File: config.mk
export PLATFORM = sky130hd
export DESIGN_NAME = pattern_sequencer
export DESIGN_NICKNAME = d
export VERILOG_FILES = /design/src/rtl/pattern_sequencer.sv
export SDC_FILE = /design/constraint.sdc
export NUM_CORES = 1
export LEC_CHECK = 0
export ABC_AREA = 1
export CORE_MARGIN = 1.5
export CORE_UTILIZATION = 43
export CTS_BUF_LIST = sky130_fd_sc_hd__clkbuf_4 sky130_fd_sc_hd__clkbuf_8
export DETAILED_ROUTE_END_ITERATION = 6
export PLACE_DENSITY = 0.77
export SLEW_MARGIN = 5
export SYNTH_ARGS = -nofsm -noshare
export SYNTH_HDL_FRONTEND = slang
export SYNTH_SLANG_ARGS = --single-unit
File: constraint.sdc
create_clock -name clk_in -period 2.25 [get_ports clk_in]
set_input_delay 0.225 -clock clk_in [delete_from_list [all_inputs] [get_ports clk_in]]
set_output_delay 0.225 -clock clk_in [all_outputs]
set_load 0.05 [all_outputs]
File: src/rtl/pattern_sequencer.sv
// pattern_sequencer: frame-synchronous pattern/ramp-step controller; PATTERN_SEQ_AUTO_STEP_EN builds the ramp-step divider
module pattern_sequencer #(
  parameter int B               = 8,
  parameter int X_BITS          = 13,
  parameter int FRACTIONAL_BITS = 12,
  parameter int NUM_PATTERNS    = 5,
  parameter int DWELL_W         = 8
) (
  input  logic                         clk_in,
  input  logic                         reset,
  input  logic                         vn_in,
  input  logic [X_BITS-1:0]            total_active_pix,
  input  logic [DWELL_W-1:0]           dwell_frames,
  input  logic                         auto_en,
  input  logic                         sel_valid,
  input  logic [7:0]                   sel_pattern,
  output logic                         sel_ready,
  input  logic [B+FRACTIONAL_BITS-1:0] ramp_step_cfg,
  output logic [7:0]                   pattern,
  output logic [B+FRACTIONAL_BITS-1:0] ramp_step,
  output logic                         step_valid,
  output logic                         frame_strobe
);
  localparam int N = B + FRACTIONAL_BITS;
  localparam logic [7:0] LAST = 8'(NUM_PATTERNS - 1);
  localparam logic [DWELL_W:0] ONE = (DWELL_W+1)'(1);
  logic vn_d_q, pending_q, pending_d, strobe_q, strobe_d;
  logic [7:0] pattern_q, pattern_d, pend_pat_q, pend_pat_d;
  logic [DWELL_W-1:0] cnt_q, cnt_d;
  logic frame_start, xfer, dwell_hit, advance;
  logic [DWELL_W:0] dwell_eff;
  logic [N-1:0] ramp_q;
  logic valid_q;

  assign frame_start = vn_in & ~vn_d_q;
  assign sel_ready   = ~pending_q;
  assign xfer        = sel_valid & ~pending_q;
  assign dwell_eff   = dwell_frames == '0 ? ONE : {1'b0, dwell_frames};
  assign dwell_hit   = {1'b0, cnt_q} + ONE >= dwell_eff;
  assign advance     = auto_en & dwell_hit;

  // Next-state of the pattern sequencer; a pending request outranks auto-advance at frame start
  always_comb begin
    pending_d  = frame_start & pending_q ? 1'b0 : pending_q | xfer;
    pend_pat_d = xfer ? sel_pattern : pend_pat_q;
    pattern_d  = !frame_start ? pattern_q :
                 pending_q    ? pend_pat_q :
                 advance      ? (pattern_q >= LAST ? 8'd0 : pattern_q + 8'd1) : pattern_q;
    cnt_d      = !frame_start           ? cnt_q :
                 pending_q || advance   ? '0 :
                 cnt_q == '1            ? cnt_q : cnt_q + DWELL_W'(1);
    strobe_d   = pattern_d != pattern_q;
  end

  // Sequencer state registers
  always_ff @(posedge clk_in) begin
    if (reset) begin
      vn_d_q     <= 1'b0;
      pending_q  <= 1'b0;
      pend_pat_q <= '0;
      pattern_q  <= '0;
      cnt_q      <= '0;
      strobe_q   <= 1'b0;
    end else begin
      vn_d_q     <= vn_in;
      pending_q  <= pending_d;
      pend_pat_q <= pend_pat_d;
      pattern_q  <= pattern_d;
      cnt_q      <= cnt_d;
      strobe_q   <= strobe_d;
    end
  end

`ifdef PATTERN_SEQ_AUTO_STEP_EN
  localparam int IW = $clog2(N);
  typedef enum logic [1:0] {IDLE, DIV, DONE} div_state_e;
  div_state_e state_q;
  logic start_q, restart, ge, unused_cfg;
  logic [X_BITS-1:0] op_q, rem_q, rem_d;
  logic [X_BITS:0] shifted;
  logic [N-1:0] quo_q;
  logic [IW-1:0] iter_q;

  assign unused_cfg = ^ramp_step_cfg;
  assign restart    = total_active_pix != op_q;
  assign shifted    = {rem_q, 1'b0};
  assign ge         = shifted >= {1'b0, op_q};
  assign rem_d      = X_BITS'(ge ? shifted - {1'b0, op_q} : shifted);

  // Restoring divider for 2^N / total_active_pix; the leading dividend bit is folded into the start
  // (remainder 1, quotient bit 0), so the DIV state walks the remaining N zero bits
  always_ff @(posedge clk_in) begin
    if (reset) begin
      state_q <= IDLE;
      start_q <= 1'b1;
      op_q    <= '0;
      rem_q   <= '0;
      quo_q   <= '0;
      iter_q  <= '0;
      ramp_q  <= '0;
      valid_q <= 1'b0;
    end else if (start_q || restart) begin
      state_q <= DIV;
      start_q <= 1'b0;
      op_q    <= total_active_pix;
      rem_q   <= X_BITS'(1);
      quo_q   <= '0;
      iter_q  <= '0;
      valid_q <= 1'b0;
    end else if (state_q == DIV) begin
      rem_q  <= rem_d;
      quo_q  <= {quo_q[N-2:0], ge};
      iter_q <= iter_q + IW'(1);
      if (iter_q == IW'(N-1)) state_q <= DONE;
    end else if (state_q == DONE && frame_start) begin
      ramp_q  <= (op_q <= X_BITS'(1)) ? '1 : quo_q;
      valid_q <= 1'b1;
      state_q <= IDLE;
    end
  end
`else
  logic [N-1:0] ramp_d;
  logic valid_d, unused_tap;

  assign unused_tap = ^total_active_pix;

  // Fixed ramp step reloaded at every frame start
  always_comb begin
    ramp_d  = frame_start ? ramp_step_cfg : ramp_q;
    valid_d = valid_q | frame_start;
  end

  // Ramp step registers
  always_ff @(posedge clk_in) begin
    if (reset) begin
      ramp_q  <= '0;
      valid_q <= 1'b0;
    end else begin
      ramp_q  <= ramp_d;
      valid_q <= valid_d;
    end
  end
`endif

  assign pattern      = pattern_q;
  assign frame_strobe = strobe_q;
  assign ramp_step    = ramp_q;
  assign step_valid   = valid_q;
endmodule

# --- Word-level counts from Yosys, hierarchy flattened ---
# Cells that the tools add are included.
classes:
  n_addsub: 3
  magnitude_cmp: 2
  muxes: 7
  bitwise_logic: 8
  n_eq_ne: 3
  reduce_logical: 4
op_table:
  columns: ["cell", "count"]
  rows:
  - ["8-bit two-way mux", 7]
  - ["8-bit by 1-bit adder with 8-bit output, second input constant", 2]
  - ["8-bit by 1-bit adder with 9-bit output, second input constant", 1]
  - ["9-bit by 8-bit >= comparator with 1-bit output", 1]
  - ["8-bit equality test, second input constant", 1]
  - ["8-bit by 3-bit >= comparator with 1-bit output, second input constant", 1]
  - ["8-bit logical NOT", 1]
  - ["8-bit inequality test", 1]
  - ["1-bit bitwise AND", 4]
  - ["2-bit inequality test, second input constant", 1]
  - ["1-bit NOT", 2]
  - ["1-bit OR", 2]
  - ["2-bit AND reduction", 1]
  - ["2-bit OR reduction", 1]
  - ["1-bit logical OR", 1]
word_totals:
  word_cells: 35
  reg_bits: 48
  output_inout_bits: 31

# --- Logic depth before layout (Yosys ltp) ---
logic_depth:
  ltp_word: 8
  mapped_depth: 22

# --- Worst setup path after synthesis ---
# Ideal clock, no wire load.
synth_timing:
  path_type: "register to register"
  start: "register cnt_q[0]"
  end: "register strobe_q (netlist: frame_strobe)"
  setup_time_ns: 0.129
  synth_period_minus_slack_ns: 2.485
  t_arrival_ns: 2.357
  required_time_ns: 2.121
  stages_incl_launch_ff: 20
  slack_ns: -0.235
  n_path_buf: 0
  path_cell_list: "dfxtp_1 -> ha_1 -> nand3_2 -> nor3_4 -> xor2_1 -> ha_1 -> a21oi_1 -> nand2_1 -> nand2_1 -> nand2_4 -> nand2_4 -> nand2_1 -> nand2_1 -> nand2_1 -> nand3_1 -> nand2_1 -> nor2_1 -> nand2_1 -> nor2_1 -> nor2_1"
synth_via:
  elab_chain_len: 7
synth_rtl:
  columns: ["item", "line", "text"]
  rows:
  - ["start, declared", "29", "logic [DWELL_W-1:0] cnt_q, cnt_d;"]
  - ["start signal, assigned", "69", "cnt_q <= cnt_d;"]
  - ["8-bit by 1-bit adder with 9-bit output", "39", "assign dwell_hit = {1'b0, cnt_q} + ONE >= dwell_eff;"]
  - ["9-bit by 8-bit >= comparator with 1-bit output", "39", null]
  - ["1-bit bitwise AND", "40", "assign advance = auto_en & dwell_hit;"]
  - ["8-bit two-way mux", "48", "advance ? (pattern_q >= LAST ? 8'd0 : pattern_q + 8'd1) : pattern_q;"]
  - ["8-bit two-way mux", "47", "pending_q ? pend_pat_q :"]
  - ["8-bit two-way mux", "46", "pattern_d = !frame_start ? pattern_q :"]
  - ["8-bit inequality test", "52", "strobe_d = pattern_d != pattern_q;"]
  - ["end signal, assigned", "70", "strobe_q <= strobe_d;"]
  - ["end, declared", "27", "logic vn_d_q, pending_q, pending_d, strobe_q, strobe_d;"]
# Every way passes these cells.
# A chain may end at the register's enable or synchronous reset.

# --- Worst setup path in the final report ---
layout_timing:
  start: "register cnt_q[1]"
  end: "register strobe_q (netlist: frame_strobe)"
# The elaborated chain is that of the path after synthesis.

==> run metrics <==
synthesized net count 417; failing checks setup timing; nets 514; Crit-path slowest cell dfxtp_2; VDD IR max ~0.43 mV; CP max stage delay ~360 ps; worst-margin pin slew 747 ps; # diodes 0; flop and latch count out of synthesis 48; Crit. End Element flip-flop; CP Max Fanout 6; vias in the first global route 2472; Hold Crit Start step_valid; routed vias 2603; Peak Freq 390 MHz; hold buffers post-CTS 0; top-area cell type share of the netlist area 0.382; clk_skew 3.15 ps; PD cells 543 nW/um^2; antenna viol nets, final 0; outcome complete, but fails checks; Mean Syn Cell Area 7.14 sq um; initial antenna violation count 0; htree depth 2; Die Y-Extent 79.5 um; GRT Total Usage 0.218; RSZ-0062 raised after global routing yes; Hold Violations, Final 0; Final Wtd Congestion 0.878; WL per Instance 12.7 um; number of buffers created by CTS 5; worst setup margin -317 ps; Syn Inst Count about 350; area delta synth->final 50.3%; CP Launch Type flip-flop; clock latency on the worst-skew pair 300 ps; Rows 27; static leakage 0.00168 uW; crit-path most repeated cell nand2_1; Placed Area 3540 sq um; Sink Count between 40 and 50; die area 6310 sq um; Hold Slack 481 ps; First-pass DRT Iterations 4; maximum number of pins on one net before global-route repair 41; Top Ports 85; CP arrival 2760 ps; clk root buf clkbuf_8; post-DP HPWL 4650 um; top cell type by total area after synthesis dfxtp_1; drt total wl between 6000 and 7000 um; largest cells by area after synthesis dfxtp_1, nor2_1, nand2_1, o21ai_0, ha_1; worst reg2reg startpoint cnt_q[1]; Final min period between 2000 and 3000 ps; cell area after layout 3780 sq um; crit path launch cnt_q[1]; CTS max path bufs 2; fin crit share 1.14; Initial Util 0.451; global-route wire length before repair 10900 um; initial DRC count 162; Synth Warn # 0; IO buf count about 70; Worst slew margin 0.501; CP required approximately 2400 ps; Fin Setup TNS -2850 ps; drt via density 4.99; Critical Path, Cell by Cell buf_4 -> nand3_2 -> nor2_1 -> nand2_1 -> xor2_1 -> ha_1 -> nand2_1 -> inv_1 -> nand2_1 -> nand2_1 -> nand2_2 -> nand2_4 -> nand2_8 -> nand2_1 -> nand3_2 -> nand2_2 -> nand3_1 -> nand2_1 -> nor2_1 -> nand2_1 -> nor2_1 -> nor2_1; Mapped Area approximately 2500 sq um; Congestion Overflow GR 0; final slew viol count 0; area of the core 5570 sq um; critical path type flip-flop to flip-flop; Reg clk slew, reported paths 90 ps; CTS tree yes; Hold Path Class flip-flop to flip-flop; Synth cell types 29; Die W ~79 um; layout cell share with drive strength beyond 1 0.218; final setup vio count 16; DR DRC count 0; post-synthesis sequential area ratio 0.382; post-CTS setup buffer count 0; max cap viols 0
[logic make-up (layout without fill, tap and decap cells)]
logic type	count (synthesis)	after routing	synth area share
and+or+nand+nor	174	175	0.320
AOI/OAI and AO/OA	59	59	0.140
buffers and inverters	54	151	0.0826
DFF	48	48	0.382
adders and majority gates	11	11	0.0548
xor gates and xnor gates	6	6	0.0209
[placed cells by master (no fill, tap or decap), types with 8 or more instances in the layout]
master,netlist,final
o21ai_0,31,28
nand3_1,20,15
dfxtp_1,48,46
nand2_1,50,44
clkdlybuf4s50_1,0,70
inv_1,36,35
nand2_4,5,8
ha_1,11,9
a21oi_1,14,12
buf_4,0,32
a21oi_2,7,9
nor2_1,73,71
nand4_1,12,12
nand2_2,7,10
[cell usage after synthesis (all sizes together)]
| cell type | number |
|---|---|
| clkbuf | 14 |
| inv | 38 |
| nor2 | 75 |
| nor3 | 1 |
| clkinv | 1 |
| o2111ai | 2 |
| buf | 1 |
| or2 | 1 |
| nand2 | 62 |
| nand4 | 12 |
| a41o | 1 |
| nor4 | 1 |
| xor2 | 6 |
| nand3 | 22 |
| dfxtp | 48 |
| a21oi | 21 |
| a22oi | 1 |
| ha | 11 |
| o21ai | 34 |
[state kept, by name (all words and copies together), names as in the netlist]
name	cells
ramp_step	20
cnt_q	8
pattern	8
pend_pat_q	8
frame_strobe	1
pending_q	1
step_valid	1
vn_d_q	1
[layer usage]
layer  global-route usage  wire, um
met1                0.269      2900
met2                0.363      3240
met3               0.0709       458
met4               0.0632        46
met5                    0         0
[repair_timing]
action | CTS | global route
pin swaps | 4 | 4
setup endpoints to repair | 17 | 17
hold endpoints to repair | 0 | 0
cloned | 0 | 1
gates resized for setup | 10 | 20
[report_power, final]
group / switching [uW] / internal [uW] / leakage (uW) / total (uW)
clock network: 290 / 264 / 0.0000519 / 554
logic: 335 / 224 / 0.00123 / 559
registers: 36.1 / 904 / 0.000396 / 940
[cell type report]
| cell class | count | area, sq um |
|---|---|---|
| multi-input cells | 251 | 1500 |
| flip-flops and latches | 48 | 966 |
| clock buffers | 7 | 90.1 |
| clock inverters | 1 | 8.76 |
| well taps | 72 | 90.1 |
| fillers | 475 | 1800 |
| repair buffers | 104 | 963 |
| inverters | 39 | 161 |
[worst max-delay path, delay by kind of cell (launching register included)]
family	cells	cell delay [ps]
AND/OR/NAND/NOR	18	1480
buffers and inverters	2	150
XOR/XNOR	1	190
adder cells (fa/ha/maj)	1	260
flip-flops	1	360
[through the flow]
step           std cells  total power (uW)  setup slack [ps]  utilization
2_1_floorplan        352              1270              -135            -
6_report             522              2050              -317        0.678
5_1_grt              522              2160              -536        0.678
3_3_place_gp         513              1480              -477        0.634
4_1_cts              521              2060              -273        0.661
3_5_place_dp         513              1490              -555        0.634
[path summary, 6_finish.rpt]
check | to | slack (ps) | cells past startpoint
min reg2reg | step_valid | 480 | 2
max | frame_strobe | -320 | 22
min | step_valid | 480 | 2
max reg2reg | frame_strobe | -320 | 22
Note: power is estimated with default switching activity, not from simulation.
